[config.mk]
export PLATFORM = sky130hd
export DESIGN_NAME = asm_turn_ctrl
export DESIGN_NICKNAME = d
export VERILOG_FILES = /design/src/rtl/asm_turn_ctrl.sv
export SDC_FILE = /design/constraint.sdc
export NUM_CORES = 1
export LEC_CHECK = 0
export BUFFER_PORTS_ARGS = -buffer_cell sky130_fd_sc_hd__buf_2
export CELL_PAD_IN_SITES_DETAIL_PLACEMENT = 1
export CELL_PAD_IN_SITES_GLOBAL_PLACEMENT = 1
export CORE_UTILIZATION = 40
export CTS_BUF_LIST = sky130_fd_sc_hd__clkbuf_8 sky130_fd_sc_hd__clkbuf_16
export DETAILED_ROUTE_END_ITERATION = 8
export GPL_TIMING_DRIVEN = 0
export PLACE_DENSITY_LB_ADDON = 0.1
export SYNTH_ARGS = -nofsm -noshare
export SYNTH_HDL_FRONTEND = slang
export SYNTH_SLANG_ARGS = --single-unit
export TNS_END_PERCENT = 30
[constraint.sdc]
create_clock -name clk -period 2 [get_ports clk]
set_input_delay 0.1 -clock clk [delete_from_list [all_inputs] [get_ports clk]]
set_output_delay 0.1 -clock clk [all_outputs]
set_load 0.01 [all_outputs]
[src/rtl/asm_turn_ctrl.sv]
// Two-player turn scheduler for the shared row/col lookup datapath.
// Alternates turns, gathers coordinate presses under a beat timeout, scores lookup hits.
module asm_turn_ctrl #(
  parameter int TIMEOUT_BEATS = 8,
  parameter int SHOW_BEATS    = 2,
  parameter int ROUNDS        = 4
) (
  input  logic       clk,
  input  logic       reset,
  input  logic       beat_i,
  input  logic       enter_i,
  input  logic       r_btn_i,
  input  logic       c_btn_i,
  input  logic       lk_hit_i,
  output logic [2:0] lk_row_o,
  output logic [2:0] lk_col_o,
  output logic       lk_valid_o,
  output logic       player_o,
  output logic [2:0] state_led_o,
  output logic [3:0] score0_o,
  output logic [3:0] score1_o,
  output logic [1:0] winner_o,
  output logic       done_o
);

  typedef enum logic [2:0] {
    S_IDLE  = 3'b000,
    S_TURN  = 3'b001,
    S_CHECK = 3'b010,
    S_SHOW  = 3'b011,
    S_DONE  = 3'b100
  } state_e;

  localparam logic [3:0] TURN_LAST  = 4'(TIMEOUT_BEATS - 1);
  localparam logic [3:0] SHOW_LAST  = 4'(SHOW_BEATS - 1);
  localparam logic [3:0] ROUND_LAST = 4'(ROUNDS - 1);

  state_e     state_q, state_d;
  logic       player_q, player_d;
  logic [3:0] round_q, round_d;
  logic [2:0] row_q, row_d;
  logic [2:0] col_q, col_d;
  logic [3:0] beat_cnt_q, beat_cnt_d;
  logic [3:0] score0_q, score0_d;
  logic [3:0] score1_q, score1_d;
  logic       lk_valid;

  always_ff @(posedge clk) begin
    if (reset) begin
      state_q    <= S_IDLE;
      player_q   <= 1'b0;
      round_q    <= 4'd0;
      row_q      <= 3'd0;
      col_q      <= 3'd0;
      beat_cnt_q <= 4'd0;
      score0_q   <= 4'd0;
      score1_q   <= 4'd0;
    end else begin
      state_q    <= state_d;
      player_q   <= player_d;
      round_q    <= round_d;
      row_q      <= row_d;
      col_q      <= col_d;
      beat_cnt_q <= beat_cnt_d;
      score0_q   <= score0_d;
      score1_q   <= score1_d;
    end
  end

  always_comb begin
    state_d    = state_q;
    player_d   = player_q;
    round_d    = round_q;
    row_d      = row_q;
    col_d      = col_q;
    beat_cnt_d = beat_cnt_q;
    score0_d   = score0_q;
    score1_d   = score1_q;
    lk_valid   = 1'b0;
    unique case (state_q)
      S_IDLE: begin
        if (enter_i) begin
          state_d    = S_TURN;
          player_d   = 1'b0;
          round_d    = 4'd0;
          row_d      = 3'd0;
          col_d      = 3'd0;
          beat_cnt_d = 4'd0;
          score0_d   = 4'd0;
          score1_d   = 4'd0;
        end
      end
      S_TURN: begin
        if (r_btn_i) row_d = row_q + 3'd1;
        if (c_btn_i) col_d = col_q + 3'd1;
        // A commit on the same cycle as the final timeout beat still gets checked.
        if (enter_i) begin
          state_d = S_CHECK;
        end else if (beat_i) begin
          if (beat_cnt_q == TURN_LAST) begin
            state_d    = S_SHOW;
            beat_cnt_d = 4'd0;
          end else begin
            beat_cnt_d = beat_cnt_q + 4'd1;
          end
        end
      end
      S_CHECK: begin
        lk_valid   = 1'b1;
        state_d    = S_SHOW;
        beat_cnt_d = 4'd0;
        if (lk_hit_i) begin
          if (player_q && score1_q != 4'd15) score1_d = score1_q + 4'd1;
          if (!player_q && score0_q != 4'd15) score0_d = score0_q + 4'd1;
        end
      end
      S_SHOW: begin
        if (beat_i) begin
          if (beat_cnt_q == SHOW_LAST) begin
            row_d      = 3'd0;
            col_d      = 3'd0;
            beat_cnt_d = 4'd0;
            if (!player_q) begin
              player_d = 1'b1;
              state_d  = S_TURN;
            end else if (round_q == ROUND_LAST) begin
              state_d = S_DONE;
            end else begin
              player_d = 1'b0;
              round_d  = round_q + 4'd1;
              state_d  = S_TURN;
            end
          end else begin
            beat_cnt_d = beat_cnt_q + 4'd1;
          end
        end
      end
      S_DONE: begin
        if (enter_i) state_d = S_IDLE;
      end
      default: state_d = S_IDLE;
    endcase
  end

  always_comb begin
    winner_o = 2'b00;
    if (state_q == S_DONE) begin
      if (score0_q > score1_q)      winner_o = 2'b01;
      else if (score1_q > score0_q) winner_o = 2'b10;
      else                          winner_o = 2'b11;
    end
  end

  assign lk_row_o    = row_q;
  assign lk_col_o    = col_q;
  assign lk_valid_o  = lk_valid;
  assign player_o    = player_q;
  assign state_led_o = state_q;
  assign score0_o    = score0_q;
  assign score1_o    = score1_q;
  assign done_o      = (state_q == S_DONE);

endmodule

==> impl_results.md <==
- Synth unique cells: 45
- Die Area: about 4200 µm²
- Max Clk Rate: roughly 530 MHz
- Chip Width: around 64 µm
- LEAKAGE: just over 0.0008 µW
- Int Pwr: roughly 940 µW
- Die H: 64.4 µm
- Critical path startpoint: beat_cnt_q[1]
- Placed cells: 267
- Part of the power in registers: 0.406
- Iter 0 DRT Violations: 42
- FFs w/ async S/R, synth: 0
- Vias per cell: ~5.5
- First-pass GRT wire length: 7150 µm
- Hold/Removal Path Class: in -> reg
- Initial antenna violation count: 0
- EDFF count, synth: 0
- Pin count of the biggest net entering global routing: 15
- Max-slew headroom: 0.666
- Switching Share: 0.365
- Final period util: 0.946
- Design Area, Final: 1840 µm²
- Grt ovf: 0
- Non-filler cells, final: approximately 270
- Clk_skew: around 0.0087 ns
- CTS tree: yes
- Final worst setup slack: ~0.11 ns
- Final min period: between 1.5 and 2 ns
- FF-to-FF Start: beat_cnt_q[1]
- Vias in the first global route: 1,555
- P&R area growth vs syn: 17.8%
- Yosys top cell area share: 0.334
- Antenna Nets Post-Route: 0
- WHS Endpoint: state_led_o[1]
- Total Wirelength: 4130 µm
- DR WL/cell: approximately 15 µm
- Hold path depth: 2
- Num CTS Buffers: 3
- Pre-CTS setup slack: -0.0112 ns
- Clock power frac: 0.244
- Ys flop type: dfxtp_1
- Starting Density: 0.423
- Post-Syn Area per Cell: approximately 8.2 µm²
- Switching pwr: around 540 µW
- Final hold vios: 0
- Reg clk slew, reported paths: about 0.10 ns
- CTS Root Cell: clkbuf_8
- Setup-failing EPs final: 0
- Mapped cell area: around 1600 µm²
- Outcome: finished clean
- Worst slew pin tran: between 0.5 and 0.6 ns
- Max Buffers Root-to-Sink: 2
- # diodes: 0
- Gp weighted congestion: approximately 0.88
- Top cells by area, synth: dfxtp_1 (33%), ha_1 (8.8%), nor2_1 (5.5%)
- Skew-Pair Late Insertion Delay: between 0.2 and 0.3 ns
- Num rows: 22
- Final net count: about 240
- Core area: 3690 µm²
- IO Count: 29
- HPWL Detailed: around 3300 µm
- Slew Viols, Final: 0
- Buf+Inv Stages, Crit Path: 1
- CTS HTree Levels: 1
- Synth Instances: roughly 190
- R2R setup slack: between 0.1 and 0.15 ns
- Max FO, Critical Path: 9
- VDD IR-drop max: between 300 and 400 µV
- Total power: approximately 1500 µW
- YS warnings: 0
- PortBufs: 28
- Overall routing resource usage: 0.221
- Data required time at the worst endpoint: around 2.2 ns
- Layout cells sized above 1: 0.237
- Hold path start: reset
- Fin util: 0.498
- Cell Pwr Density: just over 800 nW/µm²
- Pre-antenna DRT Iters: 4
- CP max-delay cell: or4_1
- Syn_nets: 209
- Crit path max-delay family: simple AND/OR/NAND/NOR gates
- #FFs+latches synth: 26
- Max_cap viols: 0
- Worst R2R Path Depth: 7
- Setup repair after global routing missed its margin: yes
- Synth area leader: dfxtp_1
- Dpl cell area: about 1800 µm²
- Drt drc: 0
- Via Count: ~1,500
- Gate power share: 0.350
- Nature of the critical path endpoint: register
- Critical-path cell list: inv_1 -> ha_1 -> or3b_4 -> nand2_2 -> o221ai_2 -> or4_1 -> a21oi_1
- # clock sinks: 26
- Sequential element share of the synthesized area: 0.334
- Critical path arrival: between 2 and 2.5 ns
- Critical path type: reg -> reg
- Critical R2R Capture: round_q[0]
- CP startpoint kind: register
- Slowest stage delay, CP: approximately 0.43 ns
==> worst max-delay path by stage <==
stage,to,slack (ns),depth (start not counted)
4_1_cts,winner_o[1],0.04,8
2_1_floorplan,round_q[0],0.26,6
5_1_grt,round_q[0],-0.02,7
3_5_place_dp,lk_row_o[1],-0.01,6
3_3_place_gp,lk_row_o[0],0.07,6
6_report,round_q[0],0.11,7
==> power groups by stage <==
stage	clock, µW	combinational (µW)	sequential, µW
6_report	362	520	603
5_1_grt	382	581	611
4_1_cts	366	520	604
3_5_place_dp	0	510	617
3_3_place_gp	0	491	614
2_1_floorplan	0	349	627
==> cell usage in the layout (no fill, tap or decap), types with 6 or more instances in the layout <==
cell type and n:
buf_2 30, dfxtp_1 24, nor2_1 23, a21oi_1 16, nand2_1 14, inv_1 13
ha_1 11, nand3_1 9, o21ai_0 8, nor2b_1 6, xor2_1 6
==> cells by family (layout without fill, tap and decap cells) <==
| group | count (synthesis) | in the layout | share of synthesized area |
|---|---|---|---|
| and+or+nand+nor | 80 | 80 | 0.274 |
| muxes | 4 | 4 | 0.0265 |
| DFF | 26 | 26 | 0.334 |
| xor gates and xnor gates | 9 | 9 | 0.0506 |
| adders and majority gates | 11 | 11 | 0.0883 |
| buffers and inverters | 19 | 52 | 0.0546 |
| AOI/OAI and AO/OA | 42 | 42 | 0.173 |
==> cell usage after synthesis (all sizes together) (2+ instances only) <==
| cell | number |
|---|---|
| mux2i | 3 |
| nor2 | 23 |
| inv | 13 |
| nand3b | 3 |
| nand2b | 2 |
| o21ai | 9 |
| nor2b | 6 |
| nand2 | 16 |
| nor3b | 2 |
| a21o | 2 |
| buf | 4 |
| clkbuf | 2 |
| xor2 | 6 |
| o211ai | 4 |
| ha | 11 |
| a211oi | 2 |
| nand4 | 4 |
| or4 | 2 |
| xnor2 | 3 |
| nand3 | 9 |
| a21oi | 16 |
| dfxtp | 26 |
| nor3 | 5 |
==> metal layers <==
layer,share of wire,track usage,vias to the layer above
li1,-,-,742
met1,0.43,0.246,700
met2,0.51,0.403,32
met3,0.037,0.0387,12
met4,0.025,0.106,0
met5,0,0,-
==> worst reg2reg max path: cells and delay by family, from the launching register on <==
family,cells,cell delay (ns)
simple gates,3,0.95
fa+ha+maj,1,0.16
buf+inv,1,0.06
compound gates,2,0.31
flops,1,0.35
==> state kept, by name (all words and copies together) (netlist names) <==
name and count:
beat_cnt_q 4, lk_col_o 3, lk_row_o 3, player_o 1
round_q 4, score0_o 4, score1_o 4, state_led_o 3
==> repair_timing <==
item                       CTS  global route
buffers inserted             0             1
hold buffers                 0             0
setup endpoints to repair    5            10
gates resized for setup      1             6
==> per-stage QoR <==
step	TNS, ns	hold WS, ns
after floorplan	0	0.169
after global placement	0	0.385
after detailed placement	-0.0360	0.394
after CTS	0	0.0924
after global routing	-0.0316	0.0952
final	0	0.100
==> cell type report <==
class / instances / area (µm²)
clock buffers: 4 / 55.1
inverters: 13 / 48.8
plain buffers: 6 / 37.5
repair buffers: 29 / 148
multi-input cells: 146 / 965
fillers: 476 / 1850
flip-flops and latches: 26 / 523
well taps: 48 / 60.1
Note: power is estimated with default switching activity, not from simulation.
